File: config.mk
export PLATFORM = sky130hd
export DESIGN_NAME = wb_arbiter
export DESIGN_NICKNAME = d
export VERILOG_FILES = /design/src/rtl/wb_arbiter.sv
export SDC_FILE = /design/constraint.sdc
export NUM_CORES = 1
export LEC_CHECK = 0
export BUFFER_PORTS_ARGS = -buffer_cell sky130_fd_sc_hd__buf_2
export CAP_MARGIN = 15
export CORE_MARGIN = 5
export CORE_UTILIZATION = 25
export DETAILED_ROUTE_END_ITERATION = 10
export GPL_TIMING_DRIVEN = 0
export HOLD_SLACK_MARGIN = 0.05
export PLACE_DENSITY = 0.44
export SLEW_MARGIN = 20
export SYNTH_ARGS = -nofsm -noshare
export SYNTH_HDL_FRONTEND = slang
export SYNTH_SLANG_ARGS = --single-unit
File: constraint.sdc
create_clock -name clk -period 4.7 [get_ports clk]
set_clock_uncertainty 0.15 [all_clocks]
set_input_delay 0.47 -clock clk [delete_from_list [all_inputs] [get_ports clk]]
set_output_delay 0.47 -clock clk [all_outputs]
set_load 0.05 [all_outputs]
File: src/rtl/wb_arbiter.sv
// wb_arbiter: merges in-order pipeline writebacks and buffered long-latency results onto one
// register-file write port, tracking pending destinations in a busy scoreboard.
module wb_arbiter #(
  parameter int DATA_W    = 32,
  parameter int REG_NUM   = 32,
  parameter int BUF_DEPTH = 2,
  localparam int AW = $clog2(REG_NUM),
  localparam int PW = $clog2(BUF_DEPTH)
) (
  input  logic              clk,
  input  logic              rst,
  input  logic              pipe_we,
  input  logic [AW-1:0]     pipe_waddr,
  input  logic [DATA_W-1:0] pipe_wdata,
  input  logic              lu_valid,
  output logic              lu_ready,
  input  logic [AW-1:0]     lu_waddr,
  input  logic [DATA_W-1:0] lu_wdata,
  input  logic              issue_valid,
  input  logic [AW-1:0]     issue_waddr,
  input  logic [AW-1:0]     raddr1,
  input  logic [AW-1:0]     raddr2,
  output logic              hazard1,
  output logic              hazard2,
  output logic              we,
  output logic [AW-1:0]     waddr,
  output logic [DATA_W-1:0] wdata,
  output logic              err
);
  localparam logic [PW:0] FULL = (PW+1)'(BUF_DEPTH);
  logic [AW-1:0]      ba_q [BUF_DEPTH];
  logic [DATA_W-1:0]  bd_q [BUF_DEPTH];
  logic [PW-1:0]      wr_ptr_q, wr_ptr_d, rd_ptr_q, rd_ptr_d;
  logic [PW:0]        count_q, count_d;
  logic [REG_NUM-1:0] busy_q, busy_d;
  logic               we_q, we_d, err_q, err_d;
  logic [AW-1:0]      waddr_q, waddr_d;
  logic [DATA_W-1:0]  wdata_q, wdata_d;
  logic               acc, acc_nz, pipe_v, pop, bypass, push, clr, set, issue_err, lu_err;
  logic [AW-1:0]      clr_a;
  assign lu_ready  = rst && (count_q < FULL);
  assign acc       = lu_valid && lu_ready;
  assign acc_nz    = acc && (lu_waddr != '0);
  assign pipe_v    = pipe_we && (pipe_waddr != '0);
  assign pop       = !pipe_v && (count_q != '0);
  assign bypass    = !pipe_v && (count_q == '0) && acc_nz;
  assign push      = acc_nz && !bypass;
  assign clr       = pop || bypass;
  assign clr_a     = pop ? ba_q[rd_ptr_q] : lu_waddr;
  assign set       = issue_valid && (issue_waddr != '0);
  // A re-issue is legal only when the previous result retires in the same cycle.
  assign issue_err = set && busy_q[issue_waddr] && !(clr && clr_a == issue_waddr);
  assign lu_err    = acc_nz && !busy_q[lu_waddr];
  assign hazard1   = busy_q[raddr1];
  assign hazard2   = busy_q[raddr2];
  assign we        = we_q;
  assign waddr     = waddr_q;
  assign wdata     = wdata_q;
  assign err       = err_q;
  always_comb begin
    we_d     = pipe_v || clr;
    waddr_d  = pipe_v ? pipe_waddr : pop ? ba_q[rd_ptr_q] : bypass ? lu_waddr : waddr_q;
    wdata_d  = pipe_v ? pipe_wdata : pop ? bd_q[rd_ptr_q] : bypass ? lu_wdata : wdata_q;
    wr_ptr_d = push ? wr_ptr_q + 1'b1 : wr_ptr_q;
    rd_ptr_d = pop ? rd_ptr_q + 1'b1 : rd_ptr_q;
    count_d  = count_q + (PW+1)'(push) - (PW+1)'(pop);
    err_d    = err_q || issue_err || lu_err;
    busy_d   = busy_q;
    if (clr) busy_d[clr_a] = 1'b0;
    if (set) busy_d[issue_waddr] = 1'b1;
    busy_d[0] = 1'b0;
  end
  always_ff @(posedge clk) begin
    if (!rst) begin
      we_q     <= 1'b0;
      waddr_q  <= '0;
      wdata_q  <= '0;
      wr_ptr_q <= '0;
      rd_ptr_q <= '0;
      count_q  <= '0;
      busy_q   <= '0;
      err_q    <= 1'b0;
    end else begin
      we_q     <= we_d;
      waddr_q  <= waddr_d;
      wdata_q  <= wdata_d;
      wr_ptr_q <= wr_ptr_d;
      rd_ptr_q <= rd_ptr_d;
      count_q  <= count_d;
      busy_q   <= busy_d;
      err_q    <= err_d;
    end
  end
  always_ff @(posedge clk) begin
    if (push) begin
      ba_q[wr_ptr_q] <= lu_waddr;
      bd_q[wr_ptr_q] <= lu_wdata;
    end
  end
endmodule

==> run_results.csv, run 1 <==
group,metric,value,unit
routing,drt-initial-drc-count,290,
logic_synthesis,synth.avg_cell_area,11.3,um^2
setup_path,max_stage_delay,0.61,ns
logic_synthesis,synth_cells,661,
logic_synthesis,synth_flop_cell,"dfxtp_1",
setup_path,ff2ff_setup_slack,2.01,ns
floorplan,initial_utilization,0.252,
setup_path,cp_num_buf_inv,2,
sta,rsz0062_at_grt,"false",
sta,fmax,310,MHz
setup_path,arrival,2.60,ns
floorplan,core-area,29500,um^2
power,p_comb_frac,0.302,
sta,slew_headroom,0.459,
grt,grt_util_met1,0.187,
setup_path,path_delay_family,"multiplexers",
grt,track_usage,0.143,
grt,use_met3,0.0409,
sta,fin_crit,3.22,ns
setup_path,crit_type,"in -> out",
power,p_switching,0.00156,W
cts,post_cts_buffers,0,
min_path,worstHoldStart,"lu_wdata[30]",
logic_synthesis,syn_area,7440,um^2
setup_path,slowest_stage,"mux4_2",
final_layout,drive_above_1_share,0.281,
cts,hold_buffers,0,
logic_synthesis,syn_nets,757,
setup_path,critPathCaptureType,"primary output",
sta,hold_viol,0,
power,sequentialPowerShare,0.373,
grt,overflow,0,
power,irDropWorstVdd,262,uV
floorplan,die_y,182,um
power,cellLeakagePower,3.42,nW
cts,clk_latency,0.43,ns
logic_synthesis,async_reset_ff_frac,0,
power,swShare,0.368,
place,place_ws,1.44,ns
power,intPower,0.00268,W
min_path,whs_endpoint,"bd_q[0][30]",
routing,drc_errors,0,
routing,wirelength,24100,um
final_layout,final_core_util,0.313,
cts,cts_buffers,17,
routing,wl_per_cell,19.8,um
routing,viasPerCell,4.81,
grt,gr-usage-met2,0.231,
floorplan,ios,136,
routing,vias,5845,
floorplan,rows,63,
grt,grt_max_degree,21,
setup_path,critical_path.max_fanout,9,
setup_path,cpMostUsedCell,"mux4_2",
min_path,hold_depth,1,
cts,clockRootBuffer,"clkbuf_16",
grt,grt_pass1_vias,5882,
logic_synthesis,yosysWarnings,0,
floorplan,dieArea,33300,um^2
sta,finalSetupViolations,0,
setup_path,required,4.08,ns
setup_path,r2r-end,"busy_q[28]",
grt,grt-busiest-layer,"met2",
place,dp_hpwl,17800,um
sta,worstMarginPinSlew,0.808,ns
run,drv_cap,0,
setup_path,worstReg2RegStart,"count_q[1]",
power,clkPwrFrac,0.325,
grt,grt_pass1_wl,36100,um
sta,worst_slack,1.48,ns
final_layout,final_common_cell,"buf_2",
setup_path,ff2ff_path_depth,7,
power,power_density,459,nW/um^2
final_layout,layout_common_cells,"buf_2 (137), dfxtp_1 (75), edfxtp_1 (74)",
outcome,status,"completed",
place,place.gp.congestion,0.802,
logic_synthesis,ys_seq_elements,149,
min_path,worstHoldPathType,"in -> reg",
sta,slew_violations,0,
setup_path,startpoint_type,"primary input",
sta,worst_hold_slack,0.0895,ns
cts,clock-sinks,149,
cts,cts-resized-gates,0,
setup_path,critical_path.cell_chain,"clkbuf_1 -> mux4_2 -> mux4_2 -> mux2_2 -> buf_2",
sta,finalCritPeriodShare,0.686,
floorplan,fp.dieW,182,um
final_layout,syn_to_final_growth,24.0,%
logic_synthesis,yosysUniqueCellTypes,56,
logic_synthesis,yosysSeqAreaShare,0.501,
final_layout,final_net_count,905,
logic_synthesis,synth_edf_count,74,
grt,antenna_found_initial,6,
cts,cts.clk_slew.worst_paths,0.07,ns
place,portBuffers,127,
cts,clock_path_buffers,2,
routing,ant_nets,0,
cts,htreeDepth,4,
routing,first_pass_iters,4,
cts,cts_tree,"yes",
-- worst max-delay path by stage --
| stage | from | end | cells after the start |
|---|---|---|---|
| floorplan | lu_waddr[1] | ba_q[0][0] | 5 |
| global placement | lu_waddr[1] | bd_q[0][20] | 6 |
| detailed placement | raddr2[0] | hazard2 | 5 |
| CTS | raddr2[0] | hazard2 | 5 |
| global route | raddr2[0] | hazard2 | 5 |
| finish | raddr2[0] | hazard2 | 5 |
-- cells by family after synthesis --
family	synth area share
buf+inv	0.0316
xor+xnor	0.0106
flops	0.501
fa+ha+maj	0.00336
compound gates	0.173
mux	0.174
simple gates	0.107
-- cell type report --
cell class,count,area [um^2]
antenna,3,7.51
buffer,49,216
clock buffer,18,429
clock inverter,14,158
fill,3064,20300
inverter,5,18.8
multi-input combinational,458,3490
sequential,149,3720
tap,390,488
timing repair buffer,129,691
-- synth_stat cells (2+ instances only) --
master | n | area (um^2)
nor2b_1 | 7 | 43.8
o211ai_1 | 16 | 120
o21ai_0 | 50 | 250
buf_6 | 2 | 22.5
a21boi_0 | 29 | 218
edfxtp_1 | 74 | 2220
dfxtp_1 | 75 | 1500
nand2_1 | 61 | 229
a221oi_1 | 3 | 26.3
nor2_1 | 46 | 173
and2_1 | 24 | 150
xor2_1 | 6 | 52.6
o211a_1 | 17 | 170
a22oi_1 | 16 | 120
nor4_1 | 3 | 18.8
mux2_2 | 15 | 169
a222oi_1 | 4 | 40.0
a21boi_1 | 2 | 15.0
buf_2 | 10 | 50.1
inv_1 | 5 | 18.8
mux4_2 | 31 | 698
clkbuf_1 | 33 | 124
buf_1 | 2 | 7.51
xnor2_1 | 3 | 26.3
nor3_1 | 3 | 15.0
mux2i_1 | 43 | 430
nand2b_1 | 4 | 25.0
ha_1 | 2 | 25.0
a21oi_1 | 35 | 175
nand3_1 | 14 | 70.1
-- state kept, by name (all words and copies together) (netlist names), named ones only --
signal    cells
err           1
waddr         5
rd_ptr_q      1
ba_q         10
count_q       2
wdata        32
wr_ptr_q      1
bd_q         64
we            1
busy_q       31
-- through the flow --
step / std cells / area, um^2 / setup TNS (ns) / total power (W)
4_1_cts: 1212 / 9220 / 0 / 0.00430
2_1_floorplan: 661 / 7440 / 0 / 0.00252
3_5_place_dp: 1180 / 8630 / 0 / 0.00291
5_1_grt: 1215 / 9230 / 0 / 0.00446
6_report: 1215 / 9230 / 0 / 0.00424
3_3_place_gp: 1178 / 8560 / -17.05 / 0.00290
-- power by group through the flow --
stage          clock [W]  sequential (W)  combinational [W]
3_3_place_gp           0         0.00161            0.00129
6_report         0.00138         0.00158            0.00128
5_1_grt          0.00147         0.00160            0.00138
3_5_place_dp           0         0.00161            0.00130
4_1_cts          0.00141         0.00158            0.00130
2_1_floorplan          0         0.00189           0.000625
-- metal layers --
metal | up-vias | part of all wire
met5 | - | 0.0016
met4 | 6 | 0.020
met3 | 31 | 0.051
met2 | 131 | 0.48
met1 | 2876 | 0.45
li1 | 2801 | -
(Power assumes the default switching activity.)
==> run 2: changes to the inputs <==
- clock period: 4.7 -> 3.4 ns (I/O delays scaled with it)
==> run_results.csv, run 2 (synthesized netlist as in run 1, its figures left out) <==
group,metric,value,unit
outcome,status,"completed",
floorplan,rows,63,
final_layout,finalNonFillerCells,1249,
final_layout,top_register,"bd_q",
setup_path,cp_num_buf_inv,2,
place,portBuffers,127,
setup_path,slowest_stage,"mux4_2",
min_path,whs_endpoint,"waddr[3]",
place,dp_hpwl,17800,um
setup_path,max_stage_delay,0.61,ns
setup_path,ff2ff_path_depth,7,
cts,clk_latency,0.42,ns
routing,wirelength,24300,um
routing,first_pass_iters,4,
cts,clockRootBuffer,"clkbuf_16",
final_layout,final_common_cell,"buf_2",
routing,drt-initial-drc-count,304,
routing,vias,5957,
sta,finalCritPeriodShare,0.871,
cts,htreeDepth,4,
floorplan,dieArea,33300,um^2
grt,grt_pass1_wl,36700,um
min_path,worstHoldStart,"pipe_waddr[3]",
grt,grt_pass1_vias,6108,
cts,cts-resized-gates,0,
setup_path,arrival,2.47,ns
floorplan,core-area,29500,um^2
setup_path,path_delay_family,"multiplexers",
sta,slew_violations,0,
sta,hold_viol,0,
cts,post_cts_buffers,0,
sta,worstMarginPinSlew,0.835,ns
sta,worst_hold_slack,0.0748,ns
final_layout,drive_above_1_share,0.270,
min_path,worstHoldPathType,"in -> reg",
setup_path,cpMostUsedCell,"mux4_2",
sta,fmax,338,MHz
cts,hold_buffers,35,
cts,cts_tree,"yes",
final_layout,largest_reg_flops,64,
min_path,hold_depth,3,
setup_path,crit_type,"in -> out",
run,drv_cap,0,
floorplan,initial_utilization,0.252,
floorplan,ios,136,
routing,viasPerCell,4.77,
setup_path,startpoint_type,"primary input",
sta,finalSetupViolations,0,
setup_path,critical_path.cell_chain,"clkbuf_1 -> mux4_2 -> mux4_2 -> mux2_2 -> buf_2",
floorplan,die_y,182,um
place,place.gp.congestion,0.802,
grt,antenna_found_initial,4,
power,irDropWorstVdd,351,uV
floorplan,fp.dieW,182,um
setup_path,r2r-end,"busy_q[24]",
setup_path,required,2.91,ns
sta,fin_crit,2.96,ns
final_layout,final_net_count,940,
cts,clock_path_buffers,2,
sta,rsz0062_at_grt,"false",
grt,grt_max_degree,21,
final_layout,syn_to_final_growth,28.7,%
cts,clock-sinks,149,
setup_path,ff2ff_setup_slack,0.68,ns
cts,cts.clk_slew.worst_paths,0.06,ns
grt,overflow,0,
sta,fin_tns_setup,0,ns
power,cellLeakagePower,3.56,nW
routing,drc_errors,0,
final_layout,layout_common_cells,"buf_2 (137), dfxtp_1 (75), edfxtp_1 (74)",
grt,track_usage,0.145,
routing,ant_nets,0,
place,dpl.cell_count,1180,
setup_path,worstReg2RegStart,"count_q[1]",
setup_path,critPathCaptureType,"primary output",
setup_path,critical_path.max_fanout,9,
cts,cts_buffers,17,
sta,slew_headroom,0.441,
routing,wl_per_cell,19.5,um
power,power_density,615,nW/um^2
run 2: final cells by class:
| type | instances | area [um^2] |
|---|---|---|
| Buffer | 49 | 216 |
| Clock inverter | 14 | 158 |
| Fill cell | 3037 | 19900 |
| Sequential cell | 149 | 3720 |
| Inverter | 5 | 18.8 |
| Clock buffer | 18 | 429 |
| Timing Repair Buffer | 164 | 1040 |
| Antenna cell | 2 | 5.00 |
| Multi-Input combinational cell | 458 | 3490 |
| Tap cell | 390 | 488 |
run 2: worst max-delay path by stage:
stage	startpoint	end	slack (ns)	cells past startpoint
after floorplan	lu_waddr[1]	ba_q[0][0]	0.24	5
after global placement	lu_waddr[1]	bd_q[0][20]	-1.42	6
after detailed placement	raddr2[0]	hazard2	0.40	5
after CTS	raddr2[0]	hazard2	0.39	5
after global routing	raddr2[0]	hazard2	0.28	5
final	raddr2[0]	hazard2	0.44	5
run 2: power by group:
part | leakage (nW) | internal (W) | total, W | switching, W
combinational | 1.99 | 0.000592 | 0.00180 | 0.00121
sequential | 1.29 | 0.00209 | 0.00219 | 0.0000959
clock | 0.286 | 0.00105 | 0.00190 | 0.000851
total | 3.56 | 0.00373 | 0.00589 | 0.00216
run 2: worst register-to-register path: stages, from the launching register on:
cell      delay (ns)
dfxtp_1         0.45
nor2_2          0.16
o41ai_4         0.46
buf_6           0.23
mux2i_1         0.36
nand3_1         0.42
o21ai_0         0.27
a21boi_0        0.10
run 2: per-stage QoR:
| step | power [W] | cell area, um^2 | setup WS, ns | util |
|---|---|---|---|---|
| final | 0.00589 | 9570 | 0.439 | 0.325 |
| after global routing | 0.00619 | 9570 | 0.280 | 0.325 |
| after CTS | 0.00598 | 9570 | 0.394 | 0.325 |
| after detailed placement | 0.00402 | 8630 | 0.405 | 0.293 |
| after global placement | 0.00401 | 8560 | -1.42 | 0.290 |
| after floorplan | 0.00348 | 7440 | 0.244 | - |
run 2: layer usage:
layer / up-vias / part of all wire / GRT usage
li1: 2869 / - / -
met5: - / 0.0013 / 0
met4: 4 / 0.023 / 0.0507
met1: 2923 / 0.45 / 0.188
met3: 27 / 0.051 / 0.0393
met2: 134 / 0.47 / 0.234
==> run 3: changes to the inputs <==
- GPL_TIMING_DRIVEN: 0 -> default
==> run_results.csv, run 3 (synthesized netlist as in run 1, its figures left out) <==
group,metric,value,unit
final_layout,drive_above_1_share,0.286,
floorplan,initial_utilization,0.252,
run,drv_cap,0,
floorplan,dieArea,33300,um^2
final_layout,layout.area.seq,3720,um^2
final_layout,largest_reg_flops,64,
grt,grt_max_degree,77,
power,p_comb_frac,0.295,
sta,worstMarginPinSlew,0.823,ns
sta,finalCritPeriodShare,0.806,
final_layout,final_common_cell,"buf_2",
final_layout,layout_common_cells,"buf_2 (135), edfxtp_1 (74), dfxtp_1 (74)",
power,irDropWorstVdd,308,uV
power,sequentialPowerShare,0.385,
setup_path,crit_type,"reg -> out",
grt,track_usage,0.139,
setup_path,required,2.91,ns
grt,grt_util_met1,0.184,
grt,grt-busiest-layer,"met2",
routing,vias,5802,
sta,worst_slack,0.658,ns
floorplan,ios,136,
cts,clockRootBuffer,"clkbuf_16",
cts,clk_latency,0.42,ns
power,swShare,0.361,
routing,drc_errors,0,
grt,grt_pass1_vias,5904,
floorplan,rows,63,
power,intPower,0.00369,W
routing,drt-initial-drc-count,330,
setup_path,arrival,2.25,ns
cts,cts_buffers,17,
sta,rsz0062_at_grt,"false",
cts,cts.clk_slew.worst_paths,0.06,ns
cts,htreeDepth,4,
sta,slew_violations,0,
place,place_ws,0.579,ns
floorplan,fp.dieW,182,um
sta,slew_headroom,0.451,
final_layout,top_register,"bd_q",
grt,overflow,0,
power,power_density,616,nW/um^2
routing,viasPerCell,4.79,
place,dp_hpwl,15700,um
power,cellLeakagePower,3.50,nW
cts,clock_path_buffers,2,
sta,fmax,365,MHz
cts,cts-resized-gates,0,
power,clkPwrFrac,0.320,
place,place.gp.congestion,0.801,
cts,post_cts_buffers,0,
place,portBuffers,135,
routing,ant_nets,0,
routing,wirelength,23000,um
final_layout,num_antenna_cells,0,
min_path,worstHoldPathType,"in -> reg",
power,p_switching,0.00209,W
grt,grt_pass1_wl,35700,um
routing,wl_per_cell,19.0,um
setup_path,startpoint_type,"flop",
setup_path,critical_path.max_fanout,5,
grt,gr-usage-met2,0.230,
grt,use_met3,0.0335,
sta,finalSetupViolations,0,
power,total_power,0.00578,W
sta,fin_crit,2.74,ns
grt,antenna_found_initial,2,
cts,hold_buffers,32,
sta,hold_viol,0,
final_layout,fillers,3082,
routing,first_pass_iters,5,
floorplan,die_y,182,um
sta,fin_tns_setup,0,ns
final_layout,multiInputGateArea,3500,um^2
final_layout,final_net_count,905,
floorplan,core-area,29500,um^2
cts,clock-sinks,149,
cts,cts_tree,"yes",
setup_path,critPathCaptureType,"primary output",
outcome,status,"completed",
final_layout,syn_to_final_growth,26.2,%
[run 3: cell types whose count changed in the layout (fill, tap and decap cells not counted), sizes merged]
| cell | change |
|---|---|
| diode | -2 |
| inv | -5 |
| clkbuf | -34 |
| dlygate4sd3 | -3 |
| clkinv | +3 |
| buf | +2 |
| clkinvlp | +2 |
[run 3: power by group through the flow]
stage | clock, W | sequential [W] | combinational (W)
final | 0.00185 | 0.00223 | 0.00171
after global routing | 0.00198 | 0.00225 | 0.00185
after CTS | 0.00191 | 0.00223 | 0.00174
after detailed placement | 0 | 0.00227 | 0.00170
after global placement | 0 | 0.00227 | 0.00171
after floorplan | 0 | 0.00262 | 0.000865
[run 3: path summary, 6_finish.rpt]
kind / to / cells after the start / startpoint / slack (ns)
max reg2reg: bd_q[0][24] / 5 / count_q[1] / 0.81
max: hazard2 / 4 / busy_q[15] / 0.66
min: waddr[3] / 3 / pipe_waddr[3] / 0.08
min reg2reg: wdata[27] / 1 / wdata[27] / 0.34
[run 3: through the flow]
step,cell area (um^2),hold WS (ns),instances,util
6_report,9390,0.0780,1212,0.318
5_1_grt,9390,0.0644,1212,0.318
4_1_cts,9390,0.0603,1212,0.318
3_5_place_dp,8490,0.335,1148,0.288
3_3_place_gp,8490,0.326,1148,0.288
2_1_floorplan,7440,0.289,661,-
[run 3: worst max-delay path, stage by stage, from the launching register on]
cell and delay (ns):
dfxtp_1 0.34, mux4_2 0.54, mux4_2 0.48, mux2_2 0.26, buf_2 0.21
[run 3: area by class of cell]
type | instances | area share
Multi-Input combinational cell | 458 | 0.373
Sequential cell | 149 | 0.397
Timing Repair Buffer | 178 | 0.115
Inverter | 5 | 0.00200
Clock buffer | 18 | 0.0457
Clock inverter | 14 | 0.0159
Tap cell | 390 | 0.0520
[run 3: per-layer routing]
layer,wire length (um),up-vias,part of all wire
li1,-,2791,-
met3,1040,25,0.045
met5,27,-,0.0012
met1,10600,2849,0.46
met2,11100,133,0.48
met4,310,4,0.013
